## src/rtl/phaser_pkg.sv

```systemverilog
// Shared definitions for the DCM/MMCM dynamic phase-shift controller.
package phaser_pkg;

  // Per-channel stepper state codes (visible on dps_sm_vec).
  typedef enum logic [2:0] {
    IDLE     = 3'd0,
    WAIT_TMB = 3'd1,
    WAIT_DCM = 3'd2,
    INIT_DPS = 3'd3,
    INC_DEC  = 3'd4,
    WAIT_DPS = 3'd5,
    UNFIRE   = 3'd6
  } dps_state_e;

  // Phase counter width per device family.
  localparam int unsigned MXPHASE_VIRTEX2 = 6;
  localparam int unsigned MXPHASE_VIRTEX6 = 11;

  // current_phase value after reset per device family.
  localparam int unsigned PHASE_OFFSET_VIRTEX2 = 32;
  localparam int unsigned PHASE_OFFSET_VIRTEX6 = 0;

endpackage

```

## src/rtl/phaser_chan.sv

```systemverilog
// One phase-shift channel: stepper FSM, frozen target, tracked phase,
// psdone watchdog and the registered DCM/VME-facing outputs.
module phaser_chan
  import phaser_pkg::*;
#(
  parameter int unsigned MXPHASE      = MXPHASE_VIRTEX6,
  parameter int unsigned PHASE_OFFSET = PHASE_OFFSET_VIRTEX6,
  parameter int unsigned MXTO         = 8,
  parameter int unsigned PS_TIMEOUT   = 200
) (
  input  logic               clock,
  input  logic               global_reset,
  input  logic               chan_reset,
  input  logic               lock_tmb,
  input  logic               lock_dcm,
  input  logic               psdone,
  input  logic               fire,
  input  logic [MXPHASE-1:0] phase,
  input  logic               wrap_en,
  output logic               psen,
  output logic               psincdec,
  output logic               busy,
  output logic [2:0]         dps_sm_vec,
  output logic               update_quad,
  output logic [MXPHASE-1:0] current_phase,
  output logic               timeout_err
);

  localparam logic [MXPHASE-1:0] PHASE_RST = MXPHASE'(PHASE_OFFSET);
  localparam logic [MXPHASE-1:0] HALF      = MXPHASE'(1) << (MXPHASE - 1);
  localparam logic [MXTO-1:0]    WD_LAST   = MXTO'(PS_TIMEOUT - 1);

  logic rst;

  dps_state_e         state_q, state_d;
  logic [MXPHASE-1:0] target_q, target_d;
  logic [MXPHASE-1:0] cur_q, cur_d;
  logic [MXTO-1:0]    wd_q, wd_d;
  logic               terr_q, terr_d;
  logic               psen_q, psen_d;
  logic               psincdec_q, psincdec_d;
  logic               uq_q, uq_d;
  logic [2:0]         sm_q, sm_d;

  logic [MXPHASE-1:0] diff;
  logic               at_target;
  logic               step_inc;

  assign rst = global_reset | chan_reset;

  // Step direction from the frozen target and the pre-step phase.
  // In wrap mode the modular distance picks the shorter way round; an exact
  // half-circle tie steps upward.
  always_comb begin
    diff      = target_q - cur_q;
    at_target = (target_q == cur_q);
    step_inc  = wrap_en ? (diff <= HALF) : (target_q > cur_q);
  end

  // Next-state, datapath and registered-output terms.
  always_comb begin
    state_d    = state_q;
    target_d   = target_q;
    cur_d      = cur_q;
    wd_d       = wd_q;
    terr_d     = terr_q;
    psen_d     = (state_q == INC_DEC);
    psincdec_d = (state_q == INC_DEC) ? step_inc : psincdec_q;
    uq_d       = (state_q == WAIT_TMB);
    sm_d       = state_q;
    case (state_q)
      IDLE: begin
        if (fire) begin
          state_d  = WAIT_TMB;
          target_d = phase;
          terr_d   = 1'b0;
        end
      end
      WAIT_TMB: begin
        if (lock_tmb) state_d = WAIT_DCM;
      end
      WAIT_DCM: begin
        if (lock_dcm) state_d = at_target ? UNFIRE : INIT_DPS;
      end
      INIT_DPS: begin
        state_d = INC_DEC;
      end
      INC_DEC: begin
        state_d = WAIT_DPS;
        cur_d   = step_inc ? cur_q + 1'b1 : cur_q - 1'b1;
        wd_d    = '0;
      end
      WAIT_DPS: begin
        if (psdone) begin
          state_d = at_target ? UNFIRE : INC_DEC;
        end else if (wd_q == WD_LAST) begin
          terr_d  = 1'b1;
          state_d = UNFIRE;
        end else begin
          wd_d = wd_q + 1'b1;
        end
      end
      UNFIRE: begin
        if (!fire) state_d = IDLE;
      end
      default: begin
        state_d = IDLE;
      end
    endcase
  end

  // Channel register bank with synchronous global/per-channel reset.
  always_ff @(posedge clock) begin
    if (rst) begin
      state_q    <= IDLE;
      target_q   <= '0;
      cur_q      <= PHASE_RST;
      wd_q       <= '0;
      terr_q     <= 1'b0;
      psen_q     <= 1'b0;
      psincdec_q <= 1'b0;
      uq_q       <= 1'b0;
      sm_q       <= '0;
    end else begin
      state_q    <= state_d;
      target_q   <= target_d;
      cur_q      <= cur_d;
      wd_q       <= wd_d;
      terr_q     <= terr_d;
      psen_q     <= psen_d;
      psincdec_q <= psincdec_d;
      uq_q       <= uq_d;
      sm_q       <= sm_d;
    end
  end

  assign psen          = psen_q;
  assign psincdec      = psincdec_q;
  assign busy          = (state_q != IDLE);
  assign dps_sm_vec    = sm_q;
  assign update_quad   = uq_q;
  assign current_phase = cur_q;
  assign timeout_err   = terr_q;

endmodule

```

## src/rtl/phaser_multi.sv

```systemverilog
// Multi-channel DCM/MMCM phase-shift controller: NCH independent steppers
// sharing the TMB lock, wrap mode and clock.
module phaser_multi
  import phaser_pkg::*;
#(
  parameter int unsigned NCH          = 4,
  parameter int unsigned MXPHASE      = MXPHASE_VIRTEX6,
  parameter int unsigned PHASE_OFFSET = PHASE_OFFSET_VIRTEX6,
  parameter int unsigned MXTO         = 8,
  parameter int unsigned PS_TIMEOUT   = 200
) (
  input  logic                   clock,
  input  logic                   global_reset,
  input  logic                   lock_tmb,
  input  logic [NCH-1:0]         lock_dcm,
  output logic [NCH-1:0]         psen,
  output logic [NCH-1:0]         psincdec,
  input  logic [NCH-1:0]         psdone,
  input  logic [NCH-1:0]         fire,
  input  logic [NCH-1:0]         reset,
  input  logic [NCH*MXPHASE-1:0] phase,
  input  logic                   wrap_en,
  output logic [NCH-1:0]         busy,
  output logic                   any_busy,
  output logic [3*NCH-1:0]       dps_sm_vec,
  output logic [NCH-1:0]         update_quad,
  output logic [NCH*MXPHASE-1:0] current_phase,
  output logic [NCH-1:0]         timeout_err
);

  for (genvar i = 0; i < NCH; i++) begin : g_chan
    phaser_chan #(
      .MXPHASE      (MXPHASE),
      .PHASE_OFFSET (PHASE_OFFSET),
      .MXTO         (MXTO),
      .PS_TIMEOUT   (PS_TIMEOUT)
    ) u_chan (
      .clock         (clock),
      .global_reset  (global_reset),
      .chan_reset    (reset[i]),
      .lock_tmb      (lock_tmb),
      .lock_dcm      (lock_dcm[i]),
      .psdone        (psdone[i]),
      .fire          (fire[i]),
      .phase         (phase[i*MXPHASE +: MXPHASE]),
      .wrap_en       (wrap_en),
      .psen          (psen[i]),
      .psincdec      (psincdec[i]),
      .busy          (busy[i]),
      .dps_sm_vec    (dps_sm_vec[i*3 +: 3]),
      .update_quad   (update_quad[i]),
      .current_phase (current_phase[i*MXPHASE +: MXPHASE]),
      .timeout_err   (timeout_err[i])
    );
  end

  assign any_busy = |busy;

endmodule
```

## config.mk

```make
export PLATFORM = sky130hd
export DESIGN_NAME = phaser_multi
export DESIGN_NICKNAME = d
export VERILOG_FILES = /design/src/rtl/phaser_pkg.sv /design/src/rtl/phaser_chan.sv /design/src/rtl/phaser_multi.sv
export SDC_FILE = /design/constraint.sdc
export NUM_CORES = 1
export LEC_CHECK = 0
export CAP_MARGIN = 20
export CELL_PAD_IN_SITES_DETAIL_PLACEMENT = 0
export CELL_PAD_IN_SITES_GLOBAL_PLACEMENT = 1
export CORE_MARGIN = 2
export CORE_UTILIZATION = 45
export DETAILED_ROUTE_END_ITERATION = 8
export GPL_ROUTABILITY_DRIVEN = 0
export GPL_TIMING_DRIVEN = 0
export PLACE_DENSITY_LB_ADDON = 0.25
export SKIP_LAST_GASP = 1
export SYNTH_ARGS = -nofsm -noshare
export SYNTH_HDL_FRONTEND = slang
export SYNTH_HIERARCHICAL = 1
export SYNTH_SLANG_ARGS = --single-unit
```

## constraint.sdc

```tcl
create_clock -name clock -period 10.8 [get_ports clock]
set_input_delay 1.08 -clock clock [delete_from_list [all_inputs] [get_ports clock]]
set_output_delay 1.08 -clock clock [all_outputs]
set_load 0.1 [all_outputs]
```

==> results of run 1 <==
==> critical path: cells and delay by family (launching register included) <==
family / cells / cell delay, ns
mux: 1 / 0.25
buf+inv: 2 / 0.13
simple gates: 3 / 0.69
flops: 1 / 0.43
fa+ha+maj: 3 / 1.00
compound gates: 12 / 2.76
==> cell usage after synthesis, types with 15 or more instances <==
| master | count |
|---|---|
| a211oi_1 | 15 |
| a21o_1 | 15 |
| a21oi_1 | 122 |
| and2_1 | 19 |
| clkbuf_1 | 39 |
| dfxtp_1 | 160 |
| ha_1 | 84 |
| inv_1 | 95 |
| nand2_1 | 210 |
| nand3_1 | 35 |
| nand3b_1 | 18 |
| nand4_1 | 17 |
| nor2_1 | 110 |
| nor2b_1 | 16 |
| nor3_1 | 31 |
| o21ai_0 | 44 |
| xnor2_1 | 40 |
| xor2_1 | 23 |
==> per-layer routing <==
metal | vias up | GRT usage (%)
met3 | 23 | 3.212
li1 | 5025 | -
met2 | 182 | 37.70
met1 | 4448 | 28.80
met4 | 0 | 6.335
met5 | - | 0
==> how the worst max path moves through the flow <==
stage	to	slack, ns	cells after the start
final	g_chan[3].u_chan/current_phase[10]	5.44	21
after global routing	g_chan[3].u_chan/current_phase[10]	5.04	21
after CTS	g_chan[3].u_chan/current_phase[10]	5.43	21
after detailed placement	g_chan[3].u_chan/current_phase[10]	5.22	17
after global placement	g_chan[3].u_chan/current_phase[10]	5.27	17
after floorplan	g_chan[3].u_chan/current_phase[10]	5.39	20
==> through the flow <==
step	worst slack (ns)	power [uW]	utilization, %	instances	hold slack [ns]
3_3_place_gp	5.270	980.3	53.97	1791	0.4453
2_1_floorplan	5.389	892.4	-	1338	0.4363
4_1_cts	5.429	1622	56.68	1822	0.4565
3_5_place_dp	5.216	984.9	53.97	1791	0.4473
6_report	5.439	1608	56.68	1822	0.4576
5_1_grt	5.037	1685	56.68	1822	0.4773
==> sequential cells by signal, summed over array words and instances, names as in the netlist <==
register                     count
g_chan.u_chan/current_phase     44
g_chan.u_chan/dps_sm_vec        12
g_chan.u_chan/psen               4
g_chan.u_chan/psincdec           4
g_chan.u_chan/sm_d              12
g_chan.u_chan/target_q          44
g_chan.u_chan/timeout_err        4
g_chan.u_chan/update_quad        4
g_chan.u_chan/wd_q              32
==> where the power goes <==
group / switching (uW) / internal (uW)
combinational: 220 / 149
sequential: 5.88 / 599
clock: 246 / 388
==> cells by family (layout without fill, tap and decap cells) <==
logic type	Yosys count	in the layout	synth area share, %
DFF	160	160	30.50
xor gates and xnor gates	63	63	5.254
adders and majority gates	92	92	11.53
AOI/OAI and AO/OA	314	314	19.64
and+or+nand+nor	545	545	25.53
buffers and inverters	143	314	5.350
muxes	21	21	2.192
==> cell type report <==
cell class                      count  area, sq um
Sequential cell                   160         3203
Clock inverter                      8        127.6
Buffer                             47        196.4
Tap cell                          313        391.6
Inverter                           96        365.4
Clock buffer                       23        488.0
Timing Repair Buffer              140         1401
Multi-Input combinational cell   1035         6736
Fill cell                        2156         9868
==> out/results.txt, run 1 <==
Outcome -> finished clean
Inserted Clock Buffers -> 17
Max cap viols -> 0
Remaining Overflow, GRT -> 0
Total track usage -> 22.04%
Post-synthesis cell count -> 1338
Uppermost layer routed -> met4
EDFF count, synth -> 0
Unique masters post-synth -> 85
Final ANT Viol Nets -> 0
Vias in the first global route -> 9049
Tcrit/Tclk final -> 49.64%
HP Start -> g_chan[2].u_chan/target_q[4]
Die X-Extent -> 156.8 microns
Register area share after synthesis -> 30.50%
Die area -> 24570 sq um
Count of final hold-check violations -> 0
Commonest cells after routing, fill and taps aside -> nand2_1, dfxtp_1, clkdlybuf4s50_1
Syn_area_per_cell -> 7.849 sq um
Crit path DAT -> 5.68 ns
Initial Util -> 46.10%
ANT cells -> 0
Synth Flop Type -> dfxtp_1
FF-to-FF setup slack -> 5.44 ns
Drt drc -> 0
# IOs -> 141
Fin crit period -> 5.361 ns
First-pass GRT wire length -> 43510 microns
Critical Path Source Type -> flip-flop
Min-delay worst type -> reg -> reg
Top cell type's share of synthesized area -> 30.50%
Crit-path max FO -> 11
Hold path depth -> 2
CTS max path bufs -> 2
Row count -> 55
Hold Path Sink -> g_chan[2].u_chan/target_q[4]
Critical path cell sequence -> ha_1 -> inv_1 -> fa_1 -> a21o_1 -> a221o_1 -> a221oi_2 -> mux2i_1 -> o21ai_1 -> a32oi_1 -> or2_4 -> clkinv_4 -> fa_1 -> nor2b_1 -> o21ai_0 -> a21boi_0 -> o21ai_0 -> a211o_1 -> o21ai_0 -> nor4b_1 -> a211oi_1 -> a31o_1
Clock Pin Slew Worst Setup and Hold Paths -> 0.07 ns
Reg-to-Reg Start -> g_chan[3].u_chan/current_phase[0]
Core Area -> 22780 sq um
CTS H-tree depth -> 4
Hold buffers post-CTS -> 0
WL met3 -> 942 microns
Initial antenna violation count -> 0
Met2 routed WL -> 12590 microns
Routed len/inst -> 14.76 microns
Most numerous cell on the critical path -> o21ai_0
Slew at the pin closest to its max-slew limit -> 1.064 ns
Synth Net Count -> 1494
Nets -> 1653
Final Cell Area -> 12910 sq um
Leading cell type in the layout, fill and taps excluded -> nand2_1
Post-DP HPWL -> 20590 microns
Worst Skew -> 0.009479 ns
Via count -> 9678
Via/cell ratio -> 5.312
Number of synthesized register bits -> 160
Setup_tns -> 0 ns
Worst skew pair latency -> 0.42 ns
CTS tree -> done
CP Class -> reg -> reg
Mapped Area -> 10500 sq um
Leakage -> 0.005020 uW
Synthesis-to-finish area growth -> 22.94%
Share of layout cells above drive strength 1 -> 5.302%
Post-CTS Setup Bufs -> 0
Synth area leader -> dfxtp_1
Worst ir drop on vdd -> 0.08117 mV
Critical Path Source -> g_chan[3].u_chan/current_phase[0]
Reg2Reg Depth -> 21
Die Y -> 156.8 microns
Largest net degree at the start of global routing -> 17
# clock sinks -> 160
Final WL -> 26900 microns
CP peak stage delay -> 0.43 ns
CP max stage cell -> dfxtp_1
Final Setup Violations -> 0
Power Density -> 124.6 nW/um^2
Area contributors post-synth -> dfxtp_1, ha_1, nand2_1, a21oi_1, nor2_1
RSZ-0062 raised after global routing -> false
FMAX -> 186.5 MHz
Crit path required time -> 11.12 ns
Drt initial violations -> 462
Worst setup EP type -> flip-flop
Asr flop ratio synth -> 0%
FF-to-FF End -> g_chan[3].u_chan/current_phase[10]
Port bufs -> 140
CTS resizes -> 0
Slew headroom -> 28.88%
Slew Limit Fails -> 0
Post-DP Area -> 12290 sq um
Clock root buffer master -> clkbuf_16
Ys Warns -> 6
Wl on met1 -> 13020 microns
First-pass DRT Iterations -> 5
Note: power is estimated with default switching activity, not from simulation.
==> run 2, diff against run 1 <==
Settings changed: CORE_UTILIZATION 45 to 42.
Clock period 10.8 ns to 5.2 ns, I/O delays scaled along.
==> run 2 against run 1 <==
Via count grew 1.8%. Fmax grew 6.4%. Cell count grew 0.77%. Critical path type unchanged. Combinational power grew 110%.
==> out/results.txt, run 2 (same netlist as run 1, synthesis figures left out) <==
Vias in the first global route -> 9191 (was 9049)
Power Density -> 260.7 nW/um^2 (was 124.6 nW/um^2)
Core Util, Final -> 53.01% (was 56.68%)
Final WL -> 27320 microns (was 26900 microns)
Crit path required time -> 5.53 ns (was 11.12 ns)
Via/cell ratio -> 5.367 (was 5.312)
Nets -> 1655 (was 1653)
Worst setup margin -> 0.1624 ns (was 5.439 ns)
Routed len/inst -> 14.88 microns (was 14.76 microns)
Clock Pin Slew Worst Setup and Hold Paths -> 0.07 ns (about the same)
Largest net degree at the start of global routing -> 17 (unchanged)
Initial antenna violation count -> 0 (unchanged)
Switch share -> 30.22% (was 29.34%)
Share of layout cells above drive strength 1 -> 5.952% (was 5.302%)
Place WS -> -0.06025 ns (was 5.216 ns)
Worst skew pair latency -> 0.43 ns (was 0.42 ns)
Seq pwr share -> 37.2% (was 37.6%)
Count of final hold-check violations -> 0 (unchanged)
Worst ir drop on vdd -> 0.1497 mV (was 0.08117 mV)
Die Y -> 162.1 microns (was 156.8 microns)
CTS max path bufs -> 2 (unchanged)
Die X-Extent -> 162.1 microns (was 156.8 microns)
Crit-path max FO -> 5 (was 11)
Remaining Overflow, GRT -> 0 (unchanged)
Worst setup EP type -> flip-flop (unchanged)
Die area -> 26280 sq um (was 24570 sq um)
Total track usage -> 20.97% (was 22.04%)
CTS tree -> done (unchanged)
Slew Limit Fails -> 0 (unchanged)
Port bufs -> 140 (unchanged)
Outcome -> finished clean (unchanged)
Synthesis-to-finish area growth -> 23.48% (was 22.94%)
CP Class -> reg -> reg (unchanged)
Row count -> 57 (was 55)
Drt drc -> 0 (unchanged)
Slew headroom -> 25.94% (was 28.88%)
Fin crit period -> 5.038 ns (was 5.361 ns)
First-pass DRT Iterations -> 8 (was 5)
Via count -> 9853 (was 9678)
RSZ-0062 raised after global routing -> true (was false)
Crit path DAT -> 5.37 ns (was 5.68 ns)
Net Sw Power -> 1022 uW (was 471.8 uW)
First-pass GRT wire length -> 44640 microns (was 43510 microns)
Slew at the pin closest to its max-slew limit -> 1.107 ns (was 1.064 ns)
# IOs -> 141 (unchanged)
Leakage -> 0.005038 uW (was 0.005020 uW)
Core Area -> 24460 sq um (was 22780 sq um)
Leading cell type in the layout, fill and taps excluded -> nand2_1 (unchanged)
Final Setup Violations -> 0 (unchanged)
Int Pwr -> 2359 uW (was 1136 uW)
Inserted Clock Buffers -> 17 (unchanged)
Clock root buffer master -> clkbuf_16 (unchanged)
CTS H-tree depth -> 4 (unchanged)
Hold buffers post-CTS -> 0 (unchanged)
Worst Skew -> 0.01106 ns (was 0.009479 ns)
Clock power frac -> 39.7% (was 39.5%)
Initial Util -> 42.93% (was 46.10%)
Final ANT Viol Nets -> 0 (unchanged)
Power share of the combinational group -> 23.1% (was 22.9%)
Drt initial violations -> 640 (was 462)
Post-DP HPWL -> 20680 microns (was 20590 microns)
Max cap viols -> 0 (unchanged)
Commonest cells after routing, fill and taps aside -> nand2_1, dfxtp_1, clkdlybuf4s50_1 (unchanged)
Filler Cells Inserted -> 2364 (was 2156)
Tcrit/Tclk final -> 96.88% (was 49.64%)
Setup_tns -> 0 ns (unchanged)
FMAX -> 198.5 MHz (was 186.5 MHz)
ANT cells -> 0 (unchanged)
Critical Path Source Type -> flip-flop (unchanged)
# clock sinks -> 160 (unchanged)
Min-delay worst type -> reg -> reg (unchanged)
==> run 2: changes by cell type in the layout (fill, tap and decap cells not counted), sizes merged <==
cell    delta
buf        +2
clkbuf     -2
clkinv     +2
inv        +1
==> run 2: through the flow <==
stage	std cells	hold slack [ns]	instance area, sq um	power [uW]
5_1_grt	1836	0.4772	12970	3558
3_3_place_gp	1802	0.4422	12310	2042
2_1_floorplan	1338	0.4363	10500	1853
6_report	1836	0.4530	12970	3380
4_1_cts	1834	0.4584	12930	3406
3_5_place_dp	1802	0.4482	12310	2050
==> run 2: worst max-delay path, cell delays in order, from the launching register on <==
cell and delay (ns):
dfxtp_2 0.38, ha_1 0.17, inv_1 0.05, fa_1 0.39
a21o_1 0.21, a221o_1 0.37, a221oi_2 0.32, mux2i_1 0.27
o21ai_1 0.10, a32oi_1 0.28, or2_4 0.21, clkinv_4 0.06
fa_1 0.42, nor2b_1 0.13, o21ai_0 0.11, a21boi_0 0.25
o21ai_0 0.14, a211o_1 0.32, o21ai_2 0.22, nor4b_1 0.26
a211oi_1 0.09, a31o_1 0.19
==> run 2: worst paths after layout <==
check,depth (start not counted),slack (ns),end,start
worst max register to register,21,0.16,g_chan[3].u_chan/current_phase[10],g_chan[3].u_chan/current_phase[0]
worst min register to register,2,0.45,g_chan[3].u_chan/psincdec,g_chan[3].u_chan/psincdec
worst min-delay path,2,0.45,g_chan[3].u_chan/psincdec,g_chan[3].u_chan/psincdec
worst max-delay path,21,0.16,g_chan[3].u_chan/current_phase[10],g_chan[3].u_chan/current_phase[0]
==> run 2: power groups by stage <==
stage               logic (uW)  clock network, uW  registers (uW)
floorplan                  552                  0            1300
global placement           758                  0            1280
detailed placement         766                  0            1280
CTS                        770               1380            1260
global route               869               1430            1260
finish                     781               1340            1260
==> run 2: repair_timing <==
action,CTS,global route
setup buffers,0,2
setup endpoints to repair,1,6
pin swaps,0,1
resized for setup,1,4
cloned,0,0
==> run 2: final cells by class <==
cell class / count / area (sq um) / area share, %
Buffer: 47 / 196.4 / 1.515
Clock buffer: 21 / 470.5 / 3.628
Clock inverter: 11 / 153.9 / 1.187
Inverter: 96 / 365.4 / 2.817
Multi-Input combinational cell: 1035 / 6754 / 52.08
Sequential cell: 160 / 3206 / 24.72
Tap cell: 324 / 405.4 / 3.126
Timing Repair Buffer: 142 / 1416 / 10.92
==> run 2: per-layer routing <==
layer,part of all wire (%),GRT usage (%)
met5,0,0
met3,4.8,4.545
met4,1.2,4.867
met1,47,27.25
met2,47,35.65
